==> src/rtl/rv32i_pkg.sv <==
// rtl/rv32i_pkg.sv - shared RV32I widths, NOP encoding and the fetch pair record.
package rv32i_pkg;

  localparam int XLEN = 32;
  localparam logic [XLEN-1:0] NOP_INSTR = 32'h0000_0013;

  typedef struct packed {
    logic [XLEN-1:0] pc;
    logic [XLEN-1:0] instr;
  } fetch_pair_t;

endpackage

==> src/rtl/fetch_queue_if.sv <==
// rtl/fetch_queue_if.sv - fetch-side push and decode-side pop handshakes of the fetch queue.
interface fetch_queue_if #(
  parameter int XLEN = 32
) ();

  logic            in_valid;
  logic [XLEN-1:0] in_pc;
  logic [XLEN-1:0] in_instr;
  logic            in_ready;
  logic            flush;
  logic            out_valid;
  logic [XLEN-1:0] out_pc;
  logic [XLEN-1:0] out_instr;
  logic            out_ready;

  modport master (
    output in_valid, in_pc, in_instr, flush, out_ready,
    input  in_ready, out_valid, out_pc, out_instr
  );

  modport slave (
    input  in_valid, in_pc, in_instr, flush, out_ready,
    output in_ready, out_valid, out_pc, out_instr
  );

endinterface

==> src/rtl/fifo_ptr.sv <==
// rtl/fifo_ptr.sv - modulo-DEPTH queue pointer with increment and clear.
module fifo_ptr #(
  parameter int DEPTH = 4
) (
  input  logic                     clk,
  input  logic                     reset,
  input  logic                     i_clr,
  input  logic                     i_inc,
  output logic [$clog2(DEPTH)-1:0] o_ptr
);

  localparam int PW = $clog2(DEPTH);

  logic [PW-1:0] r_ptr;

  // DEPTH is a power of two, so the natural wrap of the counter is the modulo.
  always_ff @(posedge clk or negedge reset) begin
    if (!reset) begin
      r_ptr <= '0;
    end else if (i_clr) begin
      r_ptr <= '0;
    end else if (i_inc) begin
      r_ptr <= r_ptr + PW'(1);
    end
  end

  assign o_ptr = r_ptr;

endmodule

==> src/rtl/fetch_queue.sv <==
// rtl/fetch_queue.sv - circular prefetch buffer between instruction memory and decode.
module fetch_queue
  import rv32i_pkg::*;
#(
  parameter int DEPTH = 4,
  parameter int XLEN  = 32
) (
  input  logic                   clk,
  input  logic                   reset,
  fetch_queue_if.slave           fq,
  output logic [$clog2(DEPTH):0] count
);

  localparam int PW = $clog2(DEPTH);
  localparam int CW = PW + 1;
  localparam logic [CW-1:0] FULL = CW'(DEPTH);

  fetch_pair_t   r_mem [DEPTH];
  logic [CW-1:0] r_count;
  logic [PW-1:0] w_rd_ptr;
  logic [PW-1:0] w_wr_ptr;
  logic          w_push;
  logic          w_pop;
  logic          w_in_ready;
  logic          w_out_valid;
  fetch_pair_t   w_head;

  // Ready depends on count alone, keeping decode's out_ready off the fetch enable path.
  assign w_in_ready  = (r_count != FULL);
  assign w_out_valid = (r_count != '0);
  assign w_push      = fq.in_valid & w_in_ready & ~fq.flush;
  assign w_pop       = w_out_valid & fq.out_ready & ~fq.flush;

  fifo_ptr #(.DEPTH(DEPTH)) u_rd_ptr (
    .clk   (clk),
    .reset (reset),
    .i_clr (fq.flush),
    .i_inc (w_pop),
    .o_ptr (w_rd_ptr)
  );

  fifo_ptr #(.DEPTH(DEPTH)) u_wr_ptr (
    .clk   (clk),
    .reset (reset),
    .i_clr (fq.flush),
    .i_inc (w_push),
    .o_ptr (w_wr_ptr)
  );

  always_ff @(posedge clk) begin
    if (w_push) begin
      r_mem[w_wr_ptr] <= '{pc: fq.in_pc, instr: fq.in_instr};
    end
  end

  always_ff @(posedge clk or negedge reset) begin
    if (!reset) begin
      r_count <= '0;
    end else if (fq.flush) begin
      r_count <= '0;
    end else if (w_push && !w_pop) begin
      r_count <= r_count + CW'(1);
    end else if (w_pop && !w_push) begin
      r_count <= r_count - CW'(1);
    end
  end

  // Storage is never cleared, so the head is masked to zero while the queue is empty.
  assign w_head       = r_mem[w_rd_ptr];
  assign fq.in_ready  = w_in_ready;
  assign fq.out_valid = w_out_valid;
  assign fq.out_pc    = w_out_valid ? w_head.pc    : '0;
  assign fq.out_instr = w_out_valid ? w_head.instr : '0;
  assign count        = r_count;

endmodule

==> src/flat_wrapper.sv <==
// flat-port wrapper written by rule: the top's interface ports become plain ports
module fetch_queue_flat import rv32i_pkg::*;
#(
  parameter int DEPTH = 4,
  parameter int XLEN  = 32
)
  (clk, reset, count, fq_in_valid, fq_in_pc, fq_in_instr, fq_flush, fq_out_ready, fq_in_ready, fq_out_valid, fq_out_pc, fq_out_instr);
  fetch_queue_if #(.XLEN(XLEN)) fq_i ();
  input  logic clk;
  input  logic reset;
  output logic [$clog2(DEPTH):0] count;
  input wire logic [$bits(fq_i.in_valid)-1:0] fq_in_valid;
  input wire logic [$bits(fq_i.in_pc)-1:0] fq_in_pc;
  input wire logic [$bits(fq_i.in_instr)-1:0] fq_in_instr;
  input wire logic [$bits(fq_i.flush)-1:0] fq_flush;
  input wire logic [$bits(fq_i.out_ready)-1:0] fq_out_ready;
  output wire logic [$bits(fq_i.in_ready)-1:0] fq_in_ready;
  output wire logic [$bits(fq_i.out_valid)-1:0] fq_out_valid;
  output wire logic [$bits(fq_i.out_pc)-1:0] fq_out_pc;
  output wire logic [$bits(fq_i.out_instr)-1:0] fq_out_instr;
  assign fq_i.in_valid = fq_in_valid;
  assign fq_i.in_pc = fq_in_pc;
  assign fq_i.in_instr = fq_in_instr;
  assign fq_i.flush = fq_flush;
  assign fq_i.out_ready = fq_out_ready;
  assign fq_in_ready = fq_i.in_ready;
  assign fq_out_valid = fq_i.out_valid;
  assign fq_out_pc = fq_i.out_pc;
  assign fq_out_instr = fq_i.out_instr;
  fetch_queue #(.DEPTH(DEPTH), .XLEN(XLEN)) u_core (.clk(clk), .reset(reset), .fq(fq_i), .count(count));
endmodule
==> config.mk <==
export PLATFORM = sky130hd
export DESIGN_NAME = fetch_queue_flat
export DESIGN_NICKNAME = d
export VERILOG_FILES = /design/src/rtl/rv32i_pkg.sv /design/src/rtl/fetch_queue_if.sv /design/src/rtl/fifo_ptr.sv /design/src/rtl/fetch_queue.sv /design/src/flat_wrapper.sv
export SDC_FILE = /design/constraint.sdc
export NUM_CORES = 1
export LEC_CHECK = 0
export ABC_CLOCK_PERIOD_IN_PS = 17900
export BUFFER_PORTS_ARGS = -buffer_cell sky130_fd_sc_hd__buf_4
export CORE_UTILIZATION = 61
export DETAILED_ROUTE_END_ITERATION = 8
export HOLD_SLACK_MARGIN = 0.05
export PLACE_DENSITY_LB_ADDON = 0.2
export SLEW_MARGIN = 10
export SYNTH_ARGS = -nofsm -noshare
export SYNTH_HDL_FRONTEND = slang
export SYNTH_HIERARCHICAL = 1
export SYNTH_SLANG_ARGS = --single-unit
==> constraint.sdc <==
create_clock -name clk -period 17.9 [get_ports clk]
set_input_delay 2.685 -clock clk [delete_from_list [all_inputs] [get_ports clk]]
set_output_delay 2.685 -clock clk [all_outputs]
set_load 0.05 [all_outputs]
; Word-level counts from Yosys, hierarchy flattened
; Memories as Yosys holds them, arrays and structs flattened.
; Cells that the tools add are included.
[word_totals]
wordCells = 33
ram_bits = 256
out_inout_bits = 69
inputBits = 69
mem_count = 1
register_bits = 7
[memory_table]
columns = memory, words, word_bits, read_ports, rd_ports_with_merged_regs, write_ports, line_no
row1 = u_core.r_mem, 4, 64, 1, 0, 1, fetch_queue.sv:18  ; fetch_pair_t r_mem [DEPTH];
[op_classes]
eq_ne = 1
reduce_logical = 8
n_addsub = 4
n_bitwise = 5
muxes = 11
[op_table]
columns = operator, count
row1 = 32-bit 2-to-1 mux, 2
row2 = 3-bit 2-to-1 mux, 3
row3 = 2-bit 2-to-1 mux, 4
row4 = 3-bit nonzero test, 2
row5 = 2-bit by 1-bit adder with 2-bit output (second input constant), 2
row6 = 1-bit AND, 4
row7 = 2-bit nonzero test, 2
row8 = 3-bit by 1-bit adder with 3-bit output (second input constant), 1
row9 = 3-bit inequality test (second input constant), 1
row10 = 3-bit by 1-bit subtractor with 3-bit output (second input constant), 1
row11 = 1-bit logical AND, 2
row12 = 1-bit zero test, 2
row13 = 1-bit 2-to-1 mux, 2
row14 = 1-bit NOT, 1

; Longest topological paths before layout
; Gate-level depths: netlist (run 1).
[depth]
depth_word = 8
depth_mapped = 8

; Modules after synthesis
; Netlist (run 1), hierarchy kept.
[by_module_without_submodules]
columns = module, area_per_inst_um2, seq_area_each_um2, instances, cells_each
row1 = fetch_queue, 9903.2, 7762.4, 1, 436
row2 = fifo_ptr, 88.8, 50.0, 2, 7

; Worst setup path before layout (run 1)
; No wires, ideal clock.
[synth_path]
path_kind = input -> register
from = input port fq_flush
to = memory u_core/r_mem[1][0] in the netlist's numbering (enable)
stages = 2
path_buffers = 0
setup_slack_ps = 9735
setup_time_ps = 578
arrival_ps = 7587
cell_sequence = nand3b_4 nor3b_1
[synth_between]
elab_chain_cells = 4
[synth_lines]
columns = item, line_no
row1 = "start, declared", flat_wrapper.sv:15  ; input wire logic [$bits(fq_i.flush)-1:0] fq_flush;
row2 = 1-bit NOT, fetch_queue.sv:31  ; assign w_push = fq.in_valid & w_in_ready & ~fq.flush;
row3 = 1-bit AND, fetch_queue.sv:31
row4 = 1-bit 2-to-1 mux, fetch_queue.sv:51  ; if (w_push) begin
row5 = 1-bit 2-to-1 mux (not written as such), fetch_queue.sv:52  ; r_mem[w_wr_ptr] <= '{pc: fq.in_pc, instr: fq.in_instr};
row6 = "end, declared", fetch_queue.sv:18
; No other way between the ends.

; Final worst setup path (run 1)
[layout_path]
from = register u_core.u_rd_ptr.r_ptr[0] (netlist: u_core/u_rd_ptr/o_ptr[0])
to = output port fq_out_pc[16]
[layout_between]
elab_chain_cells = 2
[layout_lines]
columns = item, line_no
row1 = "start, declared", fifo_ptr.sv:14  ; logic [PW-1:0] r_ptr;
row2 = "start signal, assigned", fifo_ptr.sv:23  ; r_ptr <= r_ptr + PW'(1);
row3 = memory read 4 x 64 bit, --
row4 = 32-bit 2-to-1 mux, fetch_queue.sv:72  ; assign fq.out_pc = w_out_valid ? w_head.pc : '0;
row5 = "end, declared", flat_wrapper.sv:19  ; output wire logic [$bits(fq_i.out_pc)-1:0] fq_out_pc;
; No other way between the ends.

==> impl_metrics.env, run 1 <==
export IMPL_avgViaCountPerCell=5.69
export IMPL_relSlewSlack=0.242
export IMPL_cts_resized=0
export IMPL_worstPathRequired_ns=15.21
export IMPL_yosys_area_top_type="edfxtp_1"
export IMPL_die_w_um=131
export IMPL_dieArea_um2=17000
export IMPL_cts_setup_buffers=0
export IMPL_grt_pass1_wl_um=27700
export IMPL_wirelength_um=18000
export IMPL_holdPathStages=2
export IMPL_grt_overflow=0
export IMPL_synthesis_area_um2=10100
export IMPL_drtIter0Drc=326
export IMPL_io_pins=138
export IMPL_irDropWorstVdd_uv=135
export IMPL_grt_pass1_vias=5003
export IMPL_yosys_warnings=6
export IMPL_drt_pre_antenna_iters=4
export IMPL_cts_buffers=26
export IMPL_finClkSkew_ns=0.0131
export IMPL_n_antenna_cell=0
export IMPL_drv_slew=0
export IMPL_portBuffers=137
export IMPL_routabilityCongestion=0.705
export IMPL_rows=46
export IMPL_grt_max_degree=69
export IMPL_final_cell_mix="256 x edfxtp_1, 144 x buf_4, 64 x mux4_2, 64 x and2_1, 26 x clkbuf_16"
export IMPL_finalSetupViolations=0
export IMPL_grt_setup_unrepaired="no"
export IMPL_cts_tree="built"
export IMPL_n_fill_cell=918
export IMPL_syn_inst=450
export IMPL_cts_buffer_depth=3
export IMPL_drc=0
export IMPL_critical_path_max_fanout=35
export IMPL_synth_seq_area_share=0.780
export IMPL_endpoint_kind="output port"
export IMPL_reg2reg_depth=8
export IMPL_cp_arrival_ns=3.03
export IMPL_yosys_top_cells_area="edfxtp_1 76%, mux4_2 14%, and2_1 4.0%"
export IMPL_final_hold_violation_count=0
export IMPL_fmax_mhz=175
export IMPL_core_area_um2=16000
export IMPL_clk_latency_ns=0.53
export IMPL_start_kind="flop"
export IMPL_fin_nets=671
export IMPL_holdWs_ns=0.679
export IMPL_status="complete, no violations"
export IMPL_dp_hpwl_um=10600
export IMPL_syn_num_nets=520
export IMPL_power_leakage_nw=4.17
export IMPL_drive_gt1_frac=0.420
export IMPL_postCtsHoldBufs=0
export IMPL_ant_nets=0
export IMPL_start_util=0.630
export IMPL_power_w=0.00188
export IMPL_postSynthAreaPerCell_um2=22.4
export IMPL_post_route_period_util=0.319
export IMPL_finalSetupTns_ns=0
export IMPL_yosysTopAreaCellShare=0.763
export IMPL_dp_cells=789
export IMPL_layoutNonFillerInstCount=835
export IMPL_track_usage=0.222
export IMPL_placed_area_um2=11400
export IMPL_path_class="reg -> out"
export IMPL_area_growth_pct=20.7
export IMPL_fin_area_um2=12200
export IMPL_powerDensity_nw_per_um2=155
export IMPL_whs_endpoint="u_core/count[2]$_DFFE_PN0P_"
export IMPL_tightestPinTransition_ns=1.14
export IMPL_drv_cap=0
export IMPL_r2r_slack_ns=14.79
export IMPL_holdCritPathClass="reg -> reg"
export IMPL_r2r_start="u_core/count[0]$_DFFE_PN0P_"
export IMPL_wire_per_inst_um=21.5
export IMPL_dieHeight_um=131
export IMPL_num_vias=4749
export IMPL_cts_sinks=263
export IMPL_clock_root_buffer="clkbuf_16"
export IMPL_grt_antenna_before_repair=0
export IMPL_synth_cell_types=25
export IMPL_min_period_ns=5.72
export IMPL_ys_ff_latch=263
export IMPL_htree_levels=1
export IMPL_final_common_cell="edfxtp_1"
export IMPL_critical_path_reg2reg_endpoint="u_core/count[2]$_DFFE_PN0P_"
export IMPL_path_clk_slew_ns=0.06
export IMPL_hold_start="u_core/count[2]$_DFFE_PN0P_"
-- layout make-up --
| type | instances | area, um^2 | area share |
|---|---|---|---|
| multi-input cells | 163 | 2130 | 0.175 |
| inverters | 3 | 11.3 | 0.000926 |
| clock inverters | 20 | 158 | 0.0130 |
| repair buffers | 144 | 1080 | 0.0889 |
| well taps | 216 | 270 | 0.0222 |
| clock buffers | 26 | 651 | 0.0535 |
| flip-flops and latches | 263 | 7870 | 0.647 |
-- how the worst max path moves through the flow --
stage / from / to / slack (ns)
after floorplan: fq_flush / u_core/r_mem[1][0]$_DFFE_PP_ / 9.74
after global placement: u_core/u_rd_ptr/o_ptr[0]$_DFFE_PN0P_ / fq_out_pc[26] / 12.62
after detailed placement: u_core/u_rd_ptr/o_ptr[0]$_DFFE_PN0P_ / fq_out_pc[26] / 12.62
after CTS: u_core/u_rd_ptr/o_ptr[0]$_DFFE_PN0P_ / fq_out_pc[26] / 12.06
after global routing: u_core/u_rd_ptr/o_ptr[0]$_DFFE_PN0P_ / fq_out_pc[30] / 11.94
final: u_core/u_rd_ptr/o_ptr[0]$_DFFE_PN0P_ / fq_out_pc[16] / 12.18
-- state kept, by name, summed over array words and instances (netlist names) --
signal	flops
u_core/u_wr_ptr/o_ptr	2
u_core/u_rd_ptr/o_ptr	2
u_core/r_mem	256
u_core/count	3
-- logic make-up after synthesis --
logic type	synth area share
fa+ha+maj	0.00199
xor+xnor	0.00261
flops	0.780
buf+inv	0.0114
compound gates	0.00422
simple gates	0.0525
mux	0.147
-- Yosys cell counts --
cell and n:
nand2_1 2, a21bo_1 2, nor2b_1 1, nand3b_4 1, or3_1 1, nor3_1 1
buf_4 6, or3b_4 1, mux2_1 3, dfrtp_1 7, edfxtp_1 256, xnor2_1 3
nor3b_1 1, and3_1 2, mux4_2 64, buf_2 2, a21oi_1 1, clkbuf_1 13
nor2_1 10, nand3b_1 2, fa_1 1, and2_1 64, mux2i_1 1, inv_1 3
a21oi_2 2
-- per-layer routing --
layer  wire length (um)  share of wire  global-route usage
met1               7310           0.41               0.309
met2               9150           0.51               0.363
met3               1090          0.061              0.0423
met4                441          0.025              0.0696
met5                  0              0                   0
-- critical path: stages (launching register included) --
cell	delay, ns
dfrtp_4	0.83
buf_4	0.68
mux4_2	0.59
and2_1	0.18
buf_4	0.19
-- stage by stage --
stage | setup slack (ns) | util
after CTS | 12.06 | 0.760
final | 12.18 | 0.760
after floorplan | 9.74 | -
after detailed placement | 12.62 | 0.710
after global routing | 11.94 | 0.760
after global placement | 12.62 | 0.710
-- report_power, final --
group          total [W]  switching (W)  internal (W)  leakage [nW]
Combinational   0.000650       0.000440      0.000210          1.35
Sequential      0.000725      0.0000194      0.000705          2.41
Clock           0.000511       0.000218      0.000293         0.407
Total            0.00188       0.000677       0.00121          4.17
(Power assumes the default switching activity.)
==> inputs of run 2 (changes only) <==
- ABC_CLOCK_PERIOD_IN_PS: 17900 -> 4900
- CORE_UTILIZATION: 61 -> 51
- clock period: 17.9 -> 4.9 ns (I/O delays scaled with it)
==> impl_metrics.env, run 2 (synthesis results as in run 1) <==
export IMPL_max_stage_delay_ns=0.95
export IMPL_finalSetupViolations=0
export IMPL_grt_max_degree=69
export IMPL_avgViaCountPerCell=5.35
export IMPL_holdCritPathClass="in -> reg"
export IMPL_worstPathRequired_ns=4.16
export IMPL_irDropWorstVdd_uv=293
export IMPL_cts_buffer_depth=3
export IMPL_wirelength_um=18200
export IMPL_drv_cap=0
export IMPL_grt_pass1_wl_um=28300
export IMPL_drc=0
export IMPL_reg2reg_depth=9
export IMPL_largest_reg_flops=256
export IMPL_cts_resized=0
export IMPL_critPathSlowestCell="dfrtp_4"
export IMPL_n_antenna_cell=0
export IMPL_num_vias=4761
export IMPL_area_growth_pct=22.1
export IMPL_grt_antenna_before_repair=0
export IMPL_cts_setup_buffers=0
export IMPL_finalSetupTns_ns=0
export IMPL_status="complete, no violations"
export IMPL_critical_path_max_fanout=39
export IMPL_cts_buffers=26
export IMPL_critical_path_reg2reg_endpoint="u_core/count[2]$_DFFE_PN0P_"
export IMPL_drv_slew=0
export IMPL_crit_chain="buf_4 -> mux4_2 -> and2_1 -> buf_4"
export IMPL_post_route_period_util=0.724
export IMPL_powerDensity_nw_per_um2=562
export IMPL_grt_pass1_vias=5097
export IMPL_regMostFlops="u_core/r_mem"
export IMPL_relSlewSlack=0.316
export IMPL_power_leakage_nw=4.19
export IMPL_cp_arrival_ns=2.81
export IMPL_tightestPinTransition_ns=1.03
export IMPL_dp_hpwl_um=10700
export IMPL_cts_sinks=263
export IMPL_fmax_mhz=282
export IMPL_path_class="reg -> out"
export IMPL_power_w=0.00692
export IMPL_start_kind="flop"
export IMPL_htree_levels=1
export IMPL_whs_endpoint="u_core/r_mem[0][33]$_DFFE_PP_"
export IMPL_final_common_cell="edfxtp_1"
export IMPL_drt_pre_antenna_iters=4
export IMPL_grt_overflow=0
export IMPL_portBuffers=137
export IMPL_track_usage=0.189
export IMPL_cp_common_cell="buf_4"
export IMPL_core_area_um2=19400
export IMPL_clk_latency_ns=0.51
export IMPL_final_hold_violation_count=0
export IMPL_dieHeight_um=143
export IMPL_r2r_slack_ns=1.99
export IMPL_rows=51
export IMPL_min_period_ns=3.55
export IMPL_start_util=0.520
export IMPL_path_clk_slew_ns=0.06
export IMPL_die_w_um=143
export IMPL_endpoint_kind="output port"
export IMPL_wire_per_inst_um=20.4
export IMPL_cts_tree="built"
export IMPL_drive_gt1_frac=0.422
export IMPL_dieArea_um2=20300
export IMPL_hold_start="fq_in_pc[1]"
export IMPL_grt_setup_unrepaired="no"
export IMPL_r2r_start="u_core/count[0]$_DFFE_PN0P_"
export IMPL_final_cell_mix="256 x edfxtp_1, 146 x buf_4, 64 x mux4_2, 64 x and2_1, 27 x clkbuf_16"
export IMPL_drtIter0Drc=283
export IMPL_io_pins=138
export IMPL_postCtsHoldBufs=1
export IMPL_clock_root_buffer="clkbuf_16"
export IMPL_routabilityCongestion=0.699
export IMPL_finClkSkew_ns=0.00639
export IMPL_ant_nets=0
export IMPL_fin_nets=675
export IMPL_holdPathStages=1
run 2: cell count changes in the layout (fill, tap and decap cells not counted), moves of 2 or more:
| cell | previous run | this run |
|---|---|---|
| clkbuf_8 | 0 | 3 |
| clkbuf_1 | 0 | 2 |
| clkinvlp_4 | 1 | 3 |
| clkinv_2 | 11 | 8 |
| buf_4 | 144 | 146 |
run 2: final cells by class:
| type | count | area, um^2 |
|---|---|---|
| sequential | 263 | 7870 |
| fill | 1390 | 7090 |
| multi-input combinational | 163 | 2140 |
| timing repair buffer | 148 | 1130 |
| clock buffer | 32 | 724 |
| tap | 265 | 332 |
| clock inverter | 16 | 108 |
| inverter | 3 | 11.3 |
run 2: per-stage QoR:
stage	instance area (um^2)	setup WS (ns)	std cells	utilization	hold WS, ns
3_3_place_gp	11500	1.78	841	0.591	0.553
6_report	12300	1.35	890	0.634	0.421
4_1_cts	12300	1.24	890	0.634	0.400
5_1_grt	12300	1.12	890	0.634	0.395
2_1_floorplan	10100	0.378	450	-	0.439
3_5_place_dp	11500	1.79	841	0.591	0.557
run 2: metal layers:
| layer | part of all wire | routed length [um] | vias to the layer above | global-route usage |
|---|---|---|---|---|
| met3 | 0.067 | 1220 | 15 | 0.0478 |
| met5 | 0 | 0 | - | 0 |
| met1 | 0.41 | 7470 | 2490 | 0.244 |
| met4 | 0.013 | 231 | 0 | 0.0487 |
| li1 | - | - | 2135 | - |
| met2 | 0.51 | 9270 | 121 | 0.323 |
run 2: power by group:
group	total, W	internal (W)	switching [W]	leakage [nW]
clock	0.00187	0.00110	0.000772	0.409
sequential	0.00266	0.00258	0.0000794	2.41
combinational	0.00239	0.000777	0.00161	1.37
run 2: worst max-delay path: cells and delay by family, from the launching register on:
family | cells | cell delay, ns
AND/OR/NAND/NOR | 1 | 0.17
flip-flops | 1 | 0.95
multiplexers | 1 | 0.54
buffers and inverters | 2 | 0.62
run 2: worst max-delay path by stage:
stage                                               from                           end  cells past startpoint
floorplan                    u_core/count[2]$_DFFE_PN0P_  u_core/r_mem[2][0]$_DFFE_PP_                      5
global placement    u_core/u_rd_ptr/o_ptr[0]$_DFFE_PN0P_                 fq_out_pc[25]                      4
detailed placement  u_core/u_rd_ptr/o_ptr[0]$_DFFE_PN0P_               fq_out_instr[4]                      4
CTS                 u_core/u_rd_ptr/o_ptr[0]$_DFFE_PN0P_               fq_out_instr[4]                      4
global route        u_core/u_rd_ptr/o_ptr[0]$_DFFE_PN0P_               fq_out_instr[7]                      4
finish              u_core/u_rd_ptr/o_ptr[0]$_DFFE_PN0P_               fq_out_instr[4]                      4
==> inputs of run 3 (changes only) <==
- ABC_AREA: unset -> 1
- ABC_CLOCK_PERIOD_IN_PS: 4900 -> 3300
- CORE_UTILIZATION: 51 -> 57
- clock period: 4.9 -> 3.3 ns (I/O delays scaled with it)
==> impl_metrics.env, run 3 <==
export IMPL_cts_resized=0
export IMPL_final_hold_violation_count=0
export IMPL_met3_length_um=1520
export IMPL_power_w=0.00972
export IMPL_r2r_slack_ns=1.37
export IMPL_status="complete, no violations"
export IMPL_start_util=0.592
export IMPL_power_frac_comb=0.316
export IMPL_routabilityCongestion=0.725
export IMPL_grt_antenna_before_repair=0
export IMPL_reg2reg_depth=3
export IMPL_cts_buffers=26
export IMPL_met2_length_um=10300
export IMPL_fin_util=0.710
export IMPL_synth_edf_count=256
export IMPL_clock_root_buffer="clkbuf_16"
export IMPL_track_usage=0.225
export IMPL_switching_power_w=0.00346
export IMPL_final_cell_mix="264 x nor2_1, 256 x edfxtp_1, 149 x buf_4"
export IMPL_n_antenna_cell=0
export IMPL_cts_buffer_depth=3
export IMPL_worstPathRequired_ns=2.80
export IMPL_post_route_period_util=0.844
export IMPL_path_clk_slew_ns=0.06
export IMPL_start_kind="flop"
export IMPL_num_vias=6604
export IMPL_top_layer="met4"
export IMPL_synthesis_area_um2=10400
export IMPL_powerDensity_nw_per_um2=781
export IMPL_critical_path_reg2reg_endpoint="u_core/r_mem[3][58]$_DFFE_PP_"
export IMPL_largest_reg_flops=256
export IMPL_grt_max_degree=133
export IMPL_final_setup_worst_slack_ns=0.516
export IMPL_drtIter0Drc=544
export IMPL_wire_per_inst_um=17.5
export IMPL_tightestPinTransition_ns=0.705
export IMPL_synth_cell_types=22
export IMPL_syn_inst=820
export IMPL_relSlewSlack=0.530
export IMPL_cts_sinks=263
export IMPL_ys_ff_latch=263
export IMPL_fin_nets=1025
export IMPL_critPathLaunch="u_core/u_rd_ptr/o_ptr[0]$_DFFE_PN0P_"
export IMPL_core_area_um2=17500
export IMPL_htree_levels=1
export IMPL_area_growth_pct=19.9
export IMPL_finalSetupViolations=0
export IMPL_die_w_um=137
export IMPL_holdCritPathClass="in -> reg"
export IMPL_io_pins=138
export IMPL_drt_pre_antenna_iters=5
export IMPL_yosys_warnings=6
export IMPL_wl_met1_um=8900
export IMPL_grt_pass1_wl_um=31800
export IMPL_fmax_mhz=359
export IMPL_regMostFlops="u_core/r_mem"
export IMPL_dieHeight_um=137
export IMPL_n_fill_cell=1165
export IMPL_finalSetupTns_ns=0
export IMPL_yosysTopAreaCellShare=0.740
export IMPL_yosys_area_top_type="edfxtp_1"
export IMPL_power_leakage_nw=4.51
export IMPL_grt_pass1_vias=6219
export IMPL_wirelength_um=21000
export IMPL_synth_seq_area_share=0.757
export IMPL_critical_path_max_fanout=132
export IMPL_r2r_start="u_core/u_wr_ptr/o_ptr[0]$_DFFE_PN0P_"
export IMPL_final_common_cell="nor2_1"
export IMPL_drive_gt1_frac=0.213
export IMPL_clk_latency_ns=0.52
export IMPL_drc=0
export IMPL_async_reset_ff_frac=0.0266
export IMPL_ant_nets=0
export IMPL_path_class="reg -> out"
export IMPL_syn_num_nets=890
export IMPL_postSynthAreaPerCell_um2=12.7
export IMPL_seq_power_share=0.398
export IMPL_yosysMostFrequentCell="nor2_1"
export IMPL_crit_end="fq_out_instr[26]"
export IMPL_irDropWorstVdd_uv=644
export IMPL_dieArea_um2=18800
export IMPL_cts_setup_buffers=0
export IMPL_finClkSkew_ns=0.00968
export IMPL_drv_cap=0
export IMPL_internal_power_w=0.00626
export IMPL_rows=48
export IMPL_cts_tree="built"
export IMPL_avgViaCountPerCell=5.51
export IMPL_yosys_top_cells_area="edfxtp_1 74%, nor2_1 9.5%, o21ai_0 5.5%"
export IMPL_pre_cts_ws_ns=0.985
export IMPL_clkPwrFrac=0.287
export IMPL_min_period_ns=2.78
export IMPL_postCtsHoldBufs=1
export IMPL_endpoint_kind="output port"
export IMPL_dp_hpwl_um=11300
export IMPL_ys_flop_type="edfxtp_1"
export IMPL_drv_slew=0
export IMPL_cp_arrival_ns=2.29
export IMPL_swShare=0.356
export IMPL_grt_setup_unrepaired="no"
export IMPL_synth_top_cells_by_count="264 x nor2_1, 256 x edfxtp_1, 115 x o21ai_0"
export IMPL_portBuffers=137
export IMPL_grt_overflow=0
## run 3: cell families after synthesis
| family | Yosys count | synth area share |
|---|---|---|
| buf+inv | 62 | 0.0342 |
| compound gates | 196 | 0.0952 |
| xor+xnor | 1 | 0.000844 |
| fa+ha+maj | 1 | 0.00193 |
| simple gates | 297 | 0.111 |
| flops | 263 | 0.757 |
## run 3: how the worst min path moves through the flow
stage	cells after the start	slack, ns	from	to
floorplan	0	0.20	reset	u_core/count[0]$_DFFE_PN0P_
global placement	1	0.32	reset	u_core/count[2]$_DFFE_PN0P_
detailed placement	1	0.32	reset	u_core/count[2]$_DFFE_PN0P_
CTS	1	0.15	fq_in_instr[5]	u_core/r_mem[2][5]$_DFFE_PP_
global route	1	0.15	fq_in_instr[5]	u_core/r_mem[2][5]$_DFFE_PP_
finish	1	0.17	fq_in_instr[5]	u_core/r_mem[1][5]$_DFFE_PP_
## run 3: area by class of cell
type,count,area [um^2],area share
flip-flops and latches,263,7870,0.632
clock buffers,33,698,0.0561
well taps,225,282,0.0226
clock inverters,14,116,0.00935
inverters,15,57.6,0.00462
repair buffers,154,1210,0.0971
multi-input cells,495,2210,0.178
## run 3: through the flow
stage                     cell area, um^2  instances  hold WS [ns]
after global routing                12400       1199         0.152
after detailed placement            11600       1151         0.319
after global placement              11600       1151         0.317
final                               12400       1199         0.172
after floorplan                     10400        820         0.199
after CTS                           12400       1199         0.152
## run 3: worst max-delay path, cell delays in order (launching register included)
cell,delay (ns)
dfrtp_4,0.43
buf_12,0.48
nor2_1,0.10
nor2_1,0.10
o21ai_0,0.09
a21oi_1,0.30
buf_4,0.26
## run 3: layer usage
layer | GRT usage | up-vias
li1 | - | 3168
met3 | 0.0374 | 26
met5 | 0 | -
met1 | 0.305 | 3185
met2 | 0.383 | 225
met4 | 0.0549 | 0
## run 3: power groups by stage
stage	logic (W)	registers (W)	clock network [W]
final	0.00307	0.00386	0.00279
after global placement	0.00305	0.00393	0
after global routing	0.00324	0.00387	0.00297
after floorplan	0.00209	0.00397	0
after detailed placement	0.00307	0.00393	0
after CTS	0.00309	0.00386	0.00283
